`src/rtl/mips_pkg.sv`:
```
// mips_pkg: opcode/funct constants, fetch state encoding and the supported-instruction check shared with the control unit.
package mips_pkg;
  localparam logic [5:0] OP_RTYPE = 6'd0;
  localparam logic [5:0] OP_J     = 6'd2;
  localparam logic [5:0] OP_ADDI  = 6'd8;
  localparam logic [5:0] OP_ADDIU = 6'd9;
  localparam logic [5:0] OP_ANDI  = 6'd12;
  localparam logic [5:0] OP_ORI   = 6'd13;
  localparam logic [5:0] FN_MULT  = 6'd24;
  localparam logic [5:0] FN_ADD   = 6'd32;
  localparam logic [5:0] FN_ADDU  = 6'd33;
  localparam logic [5:0] FN_AND   = 6'd36;
  localparam logic [5:0] FN_OR    = 6'd37;
  typedef enum logic [1:0] {S_FETCH = 2'd0, S_HOLD = 2'd1, S_HALT = 2'd2} fetch_state_t;
  function automatic logic is_legal(input logic [31:0] w);
    return (w[31:26] == OP_RTYPE) ? (w[5:0] inside {FN_MULT, FN_ADD, FN_ADDU, FN_AND, FN_OR})
                                  : (w[31:26] inside {OP_J, OP_ADDI, OP_ADDIU, OP_ANDI, OP_ORI});
  endfunction
endpackage

```
`src/rtl/if_legal_chk.sv`:
```
// if_legal_chk: combinational flag telling whether a fetched word belongs to the supported instruction set.
import mips_pkg::*;
module if_legal_chk (
  input  logic [31:0] instr_i,
  output logic        legal_o
);
  assign legal_o = is_legal(instr_i);
endmodule

```
`src/rtl/instr_fetch_unit.sv`:
```
// instr_fetch_unit: PC, single-outstanding imem fetch and valid/ready hand-off to the control unit.
// Define IF_ILLEGAL_DET_EN to halt (sticky illegal_o) on an unsupported fetched word.
import mips_pkg::*;
module instr_fetch_unit #(
  parameter logic [31:0] RESET_PC = 32'h0000_0000
) (
  input  logic        clk,
  input  logic        rst,
  output logic        imem_req,
  output logic [31:0] imem_addr,
  input  logic        imem_ack,
  input  logic [31:0] imem_rdata,
  output logic [31:0] instr_o,
  output logic [5:0]  opcode_o,
  output logic [5:0]  func_o,
  output logic [31:0] pc_o,
  output logic [31:0] pc_plus4_o,
  output logic        valid_o,
  input  logic        ready_i,
  input  logic        jump_i,
  output logic [31:0] retired_o,
  output logic        illegal_o
);
  fetch_state_t state_q, state_d;
  logic [31:0] pc_q, pc_d, instr_q, instr_d, retired_q, retired_d, pc_plus4;
  logic illegal_q, illegal_d, legal;
`ifdef IF_ILLEGAL_DET_EN
  if_legal_chk u_chk (.instr_i(imem_rdata), .legal_o(legal));
`else
  assign legal = 1'b1;
`endif
  assign pc_plus4   = pc_q + 32'd4;
  assign imem_req   = !rst && state_q == S_FETCH;
  assign valid_o    = !rst && state_q == S_HOLD;
  assign imem_addr  = pc_q;
  assign pc_o       = pc_q;
  assign pc_plus4_o = pc_plus4;
  assign instr_o    = instr_q;
  assign opcode_o   = instr_q[31:26];
  assign func_o     = instr_q[5:0];
  assign retired_o  = retired_q;
  assign illegal_o  = illegal_q;
  always_comb begin
    state_d   = state_q;
    pc_d      = pc_q;
    instr_d   = instr_q;
    retired_d = retired_q;
    illegal_d = illegal_q;
    if (state_q == S_FETCH && imem_ack) begin
      instr_d   = imem_rdata;
      state_d   = legal ? S_HOLD : S_HALT;
      illegal_d = illegal_q | !legal;
    end
    if (state_q == S_HOLD && ready_i) begin
      retired_d = retired_q + 32'd1;
      pc_d      = jump_i ? {pc_plus4[31:28], instr_q[25:0], 2'b00} : pc_plus4;
      state_d   = S_FETCH;
    end
  end
  always_ff @(posedge clk) begin
    if (rst) begin
      state_q   <= S_FETCH;
      pc_q      <= RESET_PC;
      instr_q   <= '0;
      retired_q <= '0;
      illegal_q <= 1'b0;
    end else begin
      state_q   <= state_d;
      pc_q      <= pc_d;
      instr_q   <= instr_d;
      retired_q <= retired_d;
      illegal_q <= illegal_d;
    end
  end
endmodule

```
`config.mk`:
```
export PLATFORM = sky130hd
export DESIGN_NAME = instr_fetch_unit
export DESIGN_NICKNAME = d
export VERILOG_FILES = /design/src/rtl/mips_pkg.sv /design/src/rtl/if_legal_chk.sv /design/src/rtl/instr_fetch_unit.sv
export SDC_FILE = /design/constraint.sdc
export NUM_CORES = 1
export LEC_CHECK = 0
export BUFFER_PORTS_ARGS = -buffer_cell sky130_fd_sc_hd__buf_2
export CORE_UTILIZATION = 53
export CTS_BUF_LIST = sky130_fd_sc_hd__clkbuf_4 sky130_fd_sc_hd__clkbuf_8 sky130_fd_sc_hd__clkbuf_16
export CTS_CLUSTER_DIAMETER = 40
export CTS_CLUSTER_SIZE = 40
export DETAILED_ROUTE_END_ITERATION = 8
export PLACE_DENSITY = 0.95
export SLEW_MARGIN = 20
export SYNTH_ARGS = -nofsm -noshare
export SYNTH_HDL_FRONTEND = slang
export SYNTH_SLANG_ARGS = --single-unit
export TNS_END_PERCENT = 30
```
`constraint.sdc`:
```
create_clock -name clk -period 4.7 [get_ports clk]
set_input_delay 0.94 -clock clk [delete_from_list [all_inputs] [get_ports clk]]
set_output_delay 0.94 -clock clk [all_outputs]
set_load 0.02 [all_outputs]
```
==> flow_summary.toml <==
[floorplanning]
die_y_um = 103
rows = 36
fp.dieW_um = 103
io_pins = 212
fp.coreArea_um2 = 9770
initial_core_util_pct = 54.9
die_area_um2 = 10500

[drt]
detail-route-antenna-nets = 0
vias_per_cell = 5.84
drt_iter0_drc = 349
dr.pass1.iters = 6
drc = 0
via_count = 5587
drt-total-wl_um = 15000
wl_per_cell_um = 15.6

[worst_hold_path]
min_from = "instr_o[31]$_SDFFE_PP0P_"
hold_class = "reg -> reg"

[worst_setup_path]
end_kind = "output port"
cp.depth = 6
cpPeakStageDelay_ps = 650
path_cells = "ha_1, nand3_1, nor3_1, nand2_1, xnor2_1, buf_2"
cp-startpoint = "imem_addr[2]$_SDFFE_PP0P_"
cp.buffers_inverters = 1
worstSetupEndpoint = "pc_plus4_o[18]"
cp_slowest_cell = "nor3_1"
worstPathRequired_ps = 3760
r2r_start = "state_q[0]$_SDFFE_PP0P_"
worstPathMaxFanout = 8
cp.arrival_ps = 2430
critPathKind = "reg -> out"
cp-start-kind = "flop"
cp_top_family = "simple AND/OR/NAND/NOR gates"
r2r_cells = 4
r2r_slack_ps = 2340
r2r-end = "retired_o[25]$_SDFFE_PP0P_"

[pwr]
p_clk_share_pct = 35.4
p_leak_nw = 2.80
p_per_area_nw_per_um2 = 260
swShare_pct = 28.3
peakVddDrop_v = 0.000145
switchingPower_mw = 0.460
power_frac_seq_pct = 52.4
power_frac_comb_pct = 12.2
intPower_mw = 1.17

[placement]
routabilityCongestion = 0.932
dp.cells = 941
hpwl_um = 10600
portBuffers = 204

[timing]
fin_worst_skew_ps = 16.6
max_freq_ghz = 0.297
rsz0062_at_grt = "no"
setup_tns_ps = 0
tightest_slew_ps = 926
layout_min_cycle_time_ps = 3370
finalCritPeriodShare_pct = 71.7
relSlewSlack_pct = 38.3
hold_viol = 0
maxSlewViolCount = 0
setup_viol = 0

[global_routing]
grt_pass1_vias = 4700
antenna_found_initial = 2
grt-ovfl-total = 0
track_usage_pct = 27.6
grt_pass1_wl_um = 23000
grt_max_degree = 57

[cells_and_area]
insertedDiodeCount = 0
final_cell_mix = "203 x buf_2, 107 x nand2_1, 95 x dfxtp_1"
stdcell_count = 957
final_common_cell = "buf_2"
final_util_pct = 64.1
syn_to_final_growth_pct = 16.6
layout.nets = 858
drive_gt1_share_pct = 29.0

[logic_synthesis]
synth_seq_area_share_pct = 35.4
syn_area_per_cell_um2 = 7.74
synth-edff-count = 0
synthDistinctLibCells = 58
ys.flop_type = "dfxtp_1"
synth.ff_latch_count = 95
yosys_warnings = 0
syn_inst = 694
netlist_area_um2 = 5370
ys_async_sr_fraction_pct = 0

[cts]
cts_root_buf = "clkbuf_8"
htreeDepth = 3
clock_sinks = 95
cts_made_buffers = 9
clk_pin_slew_worst_paths_ps = 100
cts_tree = "built"
cts_buffer_depth = 2
postCtsResizedCells = 0
post_cts_buffers = 0
cts_hold_buf = 0
clock_latency_ps = 360

[outcome]
status = "completed"

[run]
maxCapViolCount = 0
## sequential cells by signal, indices dropped and copies added (netlist names)
register   count
retired_o     32
state_q        1
instr_o       32
imem_addr     30
## power groups by stage
stage	sequential [mW]	clock [mW]	combinational [mW]
global route	0.857	0.619	0.217
detailed placement	0.872	0	0.197
floorplan	0.888	0	0.123
finish	0.854	0.577	0.198
CTS	0.853	0.584	0.198
global placement	0.870	0	0.195
## cell families (layout without fill, tap and decap cells)
logic type / Yosys count / in the layout / share of synthesized area (%)
compound gates: 149 / 149 / 17.8
xor+xnor: 37 / 37 / 6.04
fa+ha+maj: 2 / 2 / 0.466
buf+inv: 114 / 238 / 11.7
flops: 95 / 95 / 35.4
mux: 4 / 4 / 0.816
other cells: 1 / 7 / 0.0698
simple gates: 292 / 292 / 27.7
## synthesized netlist by cell type (all sizes together) (2+ instances only)
library cell  instances  area share, %
nor4                 11            1.3
o21ai                12            1.1
nor2                 31            2.2
a22o                  2           0.33
o211ai                5           0.70
nor3                 20            1.9
a21oi                67            6.2
buf                  63            8.1
or3                  10            1.2
and4                 13            2.1
inv                  12           0.84
o41ai                 3           0.49
ha                    2           0.47
nand2b                3           0.35
xor2                 21            3.4
dfxtp                95             35
nand4                22            2.7
xnor2                16            2.6
o21a                  4           0.56
o31ai                15            2.1
o311ai                5           0.82
and3                 17            2.0
nand2               107            7.5
a31oi                11            1.3
o31a                  2           0.33
and2                  8           0.96
nand3                27            2.5
nor2b                 5           0.58
o22ai                 2           0.23
a32o                  2           0.37
a311o                 4           0.75
or2                   2           0.23
a41oi                 2           0.47
or4                  13            1.8
a22oi                 2           0.28
clkbuf               39            2.7
mux2                  3           0.63
a31o                  3           0.49
## metal layers
layer  track usage, %  vias to the layer above  share of wire [%]
met5                0                        -               0.18
met4             9.67                        4                1.6
met3             5.83                       27                9.0
met2             46.7                      292                 49
met1             34.7                     2587                 41
li1                 -                     2677                  -
## area by class of cell
type / count / area (um^2)
Clock buffer: 11 / 151
Clock inverter: 5 / 62.6
Fill cell: 895 / 3510
Inverter: 12 / 45.0
Multi-Input combinational cell: 491 / 2870
Sequential cell: 95 / 1900
Tap cell: 133 / 166
Timing Repair Buffer: 210 / 1070
## metrics by stage
step	area, um^2	hold slack, ps	total power, mW	setup WS (ps)
finish	6260	471	1.63	1330
global route	6260	502	1.69	1090
CTS	6260	471	1.63	1340
detailed placement	6050	457	1.07	1750
global placement	6050	449	1.07	1800
floorplan	5390	542	1.01	1750
## tightest hold or removal path: cells and delay by family (launching register included)
| kind | cells | cell delay (ps) |
|---|---|---|
| AO/OA/AOI/OAI | 1 | 50 |
| flip-flops | 1 | 330 |
| AND/OR/NAND/NOR | 1 | 50 |
## worst min-delay path by stage
| stage | endpoint | cells after the start |
|---|---|---|
| after floorplan | instr_o[19]$_SDFFE_PP0P_ | 2 |
| after global placement | instr_o[13]$_SDFFE_PP0P_ | 2 |
| after detailed placement | instr_o[26]$_SDFFE_PP0P_ | 2 |
| after CTS | instr_o[31]$_SDFFE_PP0P_ | 2 |
| after global routing | instr_o[20]$_SDFFE_PP0P_ | 2 |
| final | instr_o[31]$_SDFFE_PP0P_ | 2 |
No activity file was read; power rests on OpenSTA's default activity.
